**src/rtl/cpu_pkg.sv**
```systemverilog
// Shared CPU definitions: opcode encodings, memory-stage FSM states and
// small opcode classification helpers used by execute and mem_stage.
package cpu_pkg;

  typedef enum logic [4:0] {
    OP_ADDI  = 5'b00000,
    OP_LOAD  = 5'b01000,
    OP_STORE = 5'b01001
  } opcode_e;

  typedef enum logic [1:0] {
    IDLE = 2'd0,
    REQ  = 2'd1,
    RESP = 2'd2
  } mem_state_e;

  // True for opcodes that go out on the data-memory port.
  function automatic logic is_mem_op(input logic [4:0] op);
    return (op == OP_LOAD) || (op == OP_STORE);
  endfunction

  // True for opcodes that produce a register-file result (stores do not).
  function automatic logic writes_rd(input logic [4:0] op);
    return (op != OP_STORE);
  endfunction

  // Word accesses only: any nonzero low address bit is a misaligned access.
  function automatic logic is_misaligned(input logic [1:0] addr_lo);
    return (addr_lo != 2'b00);
  endfunction

endpackage

```
**src/rtl/mem_stage.sv**
```systemverilog
// Memory pipeline stage. ALU results pass straight through to writeback;
// loads and stores are held in registers while a req/gnt/rvalid handshake
// with data memory completes, and upstream is stalled via ready_o meanwhile.
module mem_stage
  import cpu_pkg::*;
#(
  parameter int DATA_W = 32,
  parameter int ADDR_W = 32
) (
  input  logic              clk,
  input  logic              rst_n,
  input  logic              valid_i,
  output logic              ready_o,
  input  logic [4:0]        opcode_i,
  input  logic [DATA_W-1:0] alu_result_i,
  input  logic [DATA_W-1:0] store_data_i,
  input  logic [4:0]        rd_i,
  output logic              dmem_req_o,
  output logic              dmem_we_o,
  output logic [ADDR_W-1:0] dmem_addr_o,
  output logic [DATA_W-1:0] dmem_wdata_o,
  input  logic              dmem_gnt_i,
  input  logic              dmem_rvalid_i,
  input  logic [DATA_W-1:0] dmem_rdata_i,
  output logic              valid_o,
  output logic [4:0]        opcode_o,
  output logic [DATA_W-1:0] wb_data_o,
  output logic [4:0]        rd_o,
  output logic              wb_en_o,
  output logic              misaligned_o
);

  mem_state_e        state_r, state_s;

  // Holding registers for the instruction currently in the stage
  logic [4:0]        hold_op_r;
  logic [ADDR_W-1:0] hold_addr_r;
  logic [DATA_W-1:0] hold_wdata_r;
  logic [4:0]        hold_rd_r;

  // Writeback bundle registers and their next values
  logic              valid_r, valid_s;
  logic [4:0]        opcode_r, opcode_s;
  logic [DATA_W-1:0] wb_data_r, wb_data_s;
  logic [4:0]        rd_r, rd_s;
  logic              wb_en_r, wb_en_s;
  logic              mis_r, mis_s;

  logic              capture_s;
  logic              hold_wb_en_s;

  assign capture_s    = (state_r == IDLE) && valid_i;
  assign hold_wb_en_s = writes_rd(hold_op_r) && (hold_rd_r != 5'd0);

  // Next-state and writeback-bundle decode
  always_comb begin
    state_s   = state_r;
    valid_s   = 1'b0;
    wb_en_s   = 1'b0;
    mis_s     = 1'b0;
    opcode_s  = opcode_r;
    rd_s      = rd_r;
    wb_data_s = wb_data_r;
    case (state_r)
      IDLE: begin
        if (valid_i) begin
          opcode_s  = opcode_i;
          rd_s      = rd_i;
          wb_data_s = alu_result_i;
          if (!is_mem_op(opcode_i)) begin
            valid_s = 1'b1;
            wb_en_s = writes_rd(opcode_i) && (rd_i != 5'd0);
          end else if (is_misaligned(alu_result_i[1:0])) begin
            // Dropped access: report it, never touch memory or the register file
            valid_s = 1'b1;
            mis_s   = 1'b1;
          end else begin
            state_s = REQ;
          end
        end else begin
          state_s = IDLE;
        end
      end
      REQ: begin
        if (dmem_gnt_i) begin
          if (hold_op_r == OP_STORE) begin
            valid_s = 1'b1;
            state_s = IDLE;
          end else if (dmem_rvalid_i) begin
            // Zero-latency memory: data arrives with the grant
            valid_s   = 1'b1;
            wb_data_s = dmem_rdata_i;
            wb_en_s   = hold_wb_en_s;
            state_s   = IDLE;
          end else begin
            state_s = RESP;
          end
        end else begin
          // An rvalid without a grant belongs to no request of ours
          state_s = REQ;
        end
      end
      RESP: begin
        if (dmem_rvalid_i) begin
          valid_s   = 1'b1;
          wb_data_s = dmem_rdata_i;
          wb_en_s   = hold_wb_en_s;
          state_s   = IDLE;
        end else begin
          state_s = RESP;
        end
      end
      default: begin
        state_s = IDLE;
      end
    endcase
  end

  // FSM state register
  always_ff @(posedge clk or negedge rst_n) begin
    if (!rst_n) begin
      state_r <= IDLE;
    end else begin
      state_r <= state_s;
    end
  end

  // Capture the incoming instruction whenever the stage accepts one
  always_ff @(posedge clk or negedge rst_n) begin
    if (!rst_n) begin
      hold_op_r    <= 5'd0;
      hold_addr_r  <= {ADDR_W{1'b0}};
      hold_wdata_r <= {DATA_W{1'b0}};
      hold_rd_r    <= 5'd0;
    end else if (capture_s) begin
      hold_op_r    <= opcode_i;
      hold_addr_r  <= alu_result_i[ADDR_W-1:0];
      hold_wdata_r <= store_data_i;
      hold_rd_r    <= rd_i;
    end
  end

  // Writeback bundle registers
  always_ff @(posedge clk or negedge rst_n) begin
    if (!rst_n) begin
      valid_r   <= 1'b0;
      opcode_r  <= 5'd0;
      wb_data_r <= {DATA_W{1'b0}};
      rd_r      <= 5'd0;
      wb_en_r   <= 1'b0;
      mis_r     <= 1'b0;
    end else begin
      valid_r   <= valid_s;
      opcode_r  <= opcode_s;
      wb_data_r <= wb_data_s;
      rd_r      <= rd_s;
      wb_en_r   <= wb_en_s;
      mis_r     <= mis_s;
    end
  end

  // Handshake signals come straight off the state register, so an async
  // reset drops dmem_req_o at once; ready_o is also held low during reset.
  assign ready_o      = rst_n && (state_r == IDLE);
  assign dmem_req_o   = (state_r == REQ);
  assign dmem_we_o    = (state_r == REQ) && (hold_op_r == OP_STORE);
  assign dmem_addr_o  = hold_addr_r;
  assign dmem_wdata_o = hold_wdata_r;

  assign valid_o      = valid_r;
  assign opcode_o     = opcode_r;
  assign wb_data_o    = wb_data_r;
  assign rd_o         = rd_r;
  assign wb_en_o      = wb_en_r;
  assign misaligned_o = mis_r;

endmodule
```
**config.mk**
```make
export PLATFORM = sky130hd
export DESIGN_NAME = mem_stage
export DESIGN_NICKNAME = d
export VERILOG_FILES = /design/src/rtl/cpu_pkg.sv /design/src/rtl/mem_stage.sv
export SDC_FILE = /design/constraint.sdc
export NUM_CORES = 1
export LEC_CHECK = 0
export ABC_AREA = 1
export CAP_MARGIN = 20
export CORE_UTILIZATION = 45
export DETAILED_ROUTE_END_ITERATION = 6
export DONT_BUFFER_PORTS = 1
export PLACE_DENSITY_LB_ADDON = 0.1
export SYNTH_ARGS = -nofsm -noshare
export SYNTH_HDL_FRONTEND = slang
export SYNTH_SLANG_ARGS = --single-unit
```
**constraint.sdc**
```tcl
create_clock -name clk -period 5.1 [get_ports clk]
set_clock_uncertainty 0.2 [all_clocks]
set_input_delay 0.255 -clock clk [delete_from_list [all_inputs] [get_ports clk]]
set_output_delay 0.255 -clock clk [all_outputs]
set_load 0.005 [all_outputs]
```
After elaboration in Yosys (flattened, before gate mapping)
Cells that the tools add are included.
Word-level totals
  input bits: 111
  flip-flop bits (word level): 121
Cells by class
  equal/unequal tests: 12
  muxes and demuxes: 28
  reduce and logical (&&, ||, !) cells: 14
Operators with widths (number)
  32-bit two-way mux: 4
  32-bit case mux with 3 select lines: 1
  5-bit by 4-bit == test with 1-bit output (second input constant): 3
  1-bit two-way mux: 14
  2-bit two-way mux: 6
  5-bit by 4-bit != test with 1-bit output (second input constant): 2
  5-bit nonzero test: 2
  1-bit case mux with 3 select lines: 2
  2-bit case mux with 3 select lines: 1
  1-bit logical AND: 5
  2-bit != test (second input constant): 2
  2-bit AND reduction: 2
  4-bit AND reduction: 1
  3-bit by 2-bit != test with 1-bit output (second input constant): 1
  3-bit != test (second input constant): 1
  3-bit nonzero test: 1
  2-bit by 1-bit == test with 1-bit output (second input constant): 1
  2-bit == test (second input constant): 1
  2-bit zero test: 1
  2-bit by 1-bit != test with 1-bit output (second input constant): 1
  2-bit nonzero test: 1
  1-bit logical OR: 1

Logic depth before layout (Yosys ltp)
  word-level depth: 6
  gate-level depth with buffers: 10
  depth with buffers taken out: 9

Worst setup path before layout
Ideal clock, no wire load.
  kind: flip-flop to flip-flop
  from: register state_r[0]
  to: register wb_data_r[1], in the netlist wb_data_o[1]
  arrival time: 1562 ps
  clock period less this slack: 1879 ps
  buffers on the path: 2
  setup slack: 3221 ps
  library setup time: 118 ps
  required time: 4782 ps
  stages on the path, launching flop included: 11
  cell sequence: dfrtp_1 -> inv_1 -> ha_1 -> buf_2 -> inv_2 -> nor2_1 -> nor3_4 -> nand2_2 -> buf_4 -> nand2_1 -> nand2_1
Between the ends
  longest elaborated chain between the ends: 3
  elaborated cells on any way between the ends: 9
  those cells by class: eq/ne: 5; mux: 1; reduce/logical: 3
RTL lines
  start: declaration: RTL line mem_stage.sv:33  | mem_state_e state_r, state_s;
  start signal: assignment: RTL line mem_stage.sv:124  | state_r <= state_s;
  2-bit by 1-bit == test with 1-bit output, or another cell as far along: RTL line mem_stage.sv:64  | case (state_r)
  2-bit != test (no line), or another cell as far along
  4-bit AND reduction (no line)
  end signal: assignment: RTL line mem_stage.sv:148  | wb_data_r <= {DATA_W{1'b0}};
  end signal: assignment: RTL line mem_stage.sv:155  | wb_data_r <= wb_data_s;
  end: declaration: RTL line mem_stage.sv:44  | logic [DATA_W-1:0] wb_data_r, wb_data_s;
Parallel ways exist; a longest one is shown, timed or not.
A chain may end at the register's enable or synchronous reset.

Worst setup path in the final report
  from: register state_r[1]
  to: register state_r[1]
Between the ends
  longest elaborated chain between the ends: 3
  elaborated cells on any way between the ends: 7
  those cells by class: eq/ne: 4; mux: 1; reduce/logical: 2
RTL lines (RTL line)
  2-bit zero test: mem_stage.sv:64
  3-bit != test (no line) or 3-bit by 2-bit != test with 1-bit output (tied branches)
  2-bit AND reduction (no line)
Parallel ways exist; a longest one is shown, timed or not.

==> results_dict.tcl <==
set metrics [dict create \
    relSlewSlack 0.317 \
    crit_path_max_fanout 108 \
    die_w_um 105 \
    worst_pin_slew_ns 1.02 \
    synth.most_common_cell "nand2_1" \
    drv_slew 0 \
    synth_cell_types 15 \
    clk_path_buf_depth 2 \
    antenna_cells 0 \
    syn-cell-area_um2 4770 \
    clock_sinks 111 \
    synth_edf_count 0 \
    drcViolationCount 0 \
    grt_use_met2 0.418 \
    setup_violations 0 \
    gp_congestion 0.790 \
    hold_violations 0 \
    pwr-share-comb 0.359 \
    grt_max_degree 112 \
    critPathMostFrequentCell "nand2_1" \
    path_cells "inv_1 > ha_2 > nand2_4 > inv_2 > o21ai_0 > nand2_1 > nor2_1 > nand2_1 > nand2_1" \
    cts_tree "built" \
    crit_type "register to register" \
    ys_warn_count 0 \
    port_buffers 0 \
    drt-total-wl_um 12900 \
    vias 4068 \
    p_sw_w 0.00151 \
    critPathSlowestCell "inv_2" \
    p_clk_frac 0.174 \
    layout_min_cycle_time_ns 3.15 \
    avgSynthCellArea_um2 8.15 \
    clock_latency_ns 0.38 \
    synth.net_count 701 \
    final_net_count 793 \
    start_util 0.462 \
    cts_buffers 9 \
    cp-start-kind "register" \
    io_pins 223 \
    drt_pre_antenna_iters 5 \
    antenna_found_initial 0 \
    cts-resized-gates 0 \
    fillers 870 \
    met1_usage 0.276 \
    overflow 0 \
    h-tree-depth 3 \
    ant_nets 0 \
    grt.busiest_layer "met2" \
    cellPowerDensity_nw_per_um2 582 \
    vias_per_cell 4.97 \
    met3_usage 0.0930 \
    required_ns 5.18 \
    clk_pin_slew_worst_paths_ns 0.10 \
    dieArea_um2 11000 \
    crit_arrival_ns 3.24 \
    p_int_w 0.00209 \
    max_stage_delay_ns 0.81 \
    grt_usage 0.242 \
    dp_hpwl_um 7550 \
    maxCapViolCount 0 \
    hold_slack_ns 0.0455 \
    p_leak_nw 3.18 \
    final.setup.tns_ns 0 \
    core_area_um2 10300 \
    hp-class "input port to register" \
    ys_seq_elements 111 \
    yosys-top-cells-count "nand2_1 (266), dfrtp_1 (111), o21ai_0 (69)" \
    netlist_instances 586 \
    min_period_over_period 0.619 \
    endpoint_kind "register" \
    vdd_drop_max_v 0.000319 \
    die_y_um 105 \
    seqPwrFrac 0.467 \
    root_buffer "clkbuf_8" \
    swShare 0.420 \
    grt_setup_unrepaired "no" \
    outcome "completed" \
    synthFlopType "dfrtp_1" \
    routedWlPerCell_um 15.7 \
    yosysTopAreaCell "dfrtp_1" \
    syn_to_final_growth_pct 29.7 \
    grt_pass1_wl_um 20500 \
    async_flop_share 1.00 \
    yosys.area.top_type_share 0.582 \
    grt_pass1_vias 4142 \
    synth_area_leaders "dfrtp_1 (58%), nand2_1 (21%), o21ai_0 (7.2%)" \
    synth_seq_area_share 0.582 \
    drtIter0Drc 234 \
    drive_gt1_frac 0.0366 \
    num_rows 37 \
    fmax_ghz 0.317 \
]
## sequential cells by signal, indices dropped and copies added, names as in the netlist
signal / cells
dmem_addr_o: 32
dmem_wdata_o: 32
wb_data_o: 32
hold_op_r: 5
hold_rd_r: 5
state_r: 2
misaligned_o: 1
valid_o: 1
wb_en_o: 1
## critical path, delay by kind of cell, from the launching register on
kind | cells | cell delay (ns)
and+or+nand+nor | 5 | 0.94
buffers and inverters | 2 | 0.91
DFF | 1 | 0.43
AOI/OAI and AO/OA | 1 | 0.32
adders and majority gates | 1 | 0.23
## cells in the final DEF (no fill, tap or decap), drive strengths merged, types with 4 or more instances in the layout
cell type / n
nand2: 267
dfrtp: 111
inv: 48
dlygate4sd3: 109
o21ai: 69
ha: 4
nor2: 15
clkbuf: 9
nand3: 37
## cell families (layout without fill, tap and decap cells)
family,Yosys count,count (layout),share of synthesized area
buf+inv,78,175,0.0658
fa+ha+maj,4,4,0.0105
compound gates,71,71,0.0744
flops,111,111,0.582
simple gates,322,322,0.268
## per-stage QoR
step	worst slack [ns]	total power, W	utilization	cells	area, µm²
after floorplan	3.22	0.00258	-	586	4770
after global placement	2.02	0.00287	0.468	693	4830
after detailed placement	1.95	0.00291	0.468	693	4830
after CTS	1.92	0.00364	0.600	819	6190
after global routing	1.66	0.00393	0.600	819	6190
final	1.95	0.00361	0.600	819	6190
## metal layers
metal | up-vias | wire length (µm)
met2 | 159 | 6370
met4 | 0 | 275
li1 | 1989 | -
met5 | - | 0
met1 | 1896 | 5240
met3 | 24 | 988
## final cells by class
type	count	area (µm²)	area share
clock buffers	9	124	0.0200
clock inverters	7	120	0.0194
inverters	47	176	0.0285
multi-input cells	397	1690	0.273
flip-flops and latches	111	2780	0.448
well taps	136	170	0.0275
repair buffers	112	1130	0.183
## worst paths after layout
check	to	slack, ns	cells after the start	startpoint
max in group asynchronous	wb_data_o[19]	4.00	2	rst_n
hold / removal	wb_en_o	0.05	4	rd_i[0]
setup / recovery	state_r[1]	1.95	9	state_r[1]
setup reg to reg	state_r[1]	1.95	9	state_r[1]
hold reg to reg	wb_data_o[16]	0.31	2	wb_data_o[16]
min in group asynchronous	dmem_wdata_o[19]	0.31	2	rst_n
## power by group through the flow
stage	combinational [W]	clock, W	sequential [W]
floorplan	0.00100	0	0.00158
global placement	0.00117	0	0.00170
detailed placement	0.00122	0	0.00170
CTS	0.00130	0.000651	0.00168
global route	0.00152	0.000679	0.00173
finish	0.00130	0.000628	0.00168
## timing repair
item                                   in CTS  in global routing
hold buffers                              110                  0
endpoints found under the hold margin     222                  0
buffers inserted                            0                  0
Power figures use the tool's default switching activity.
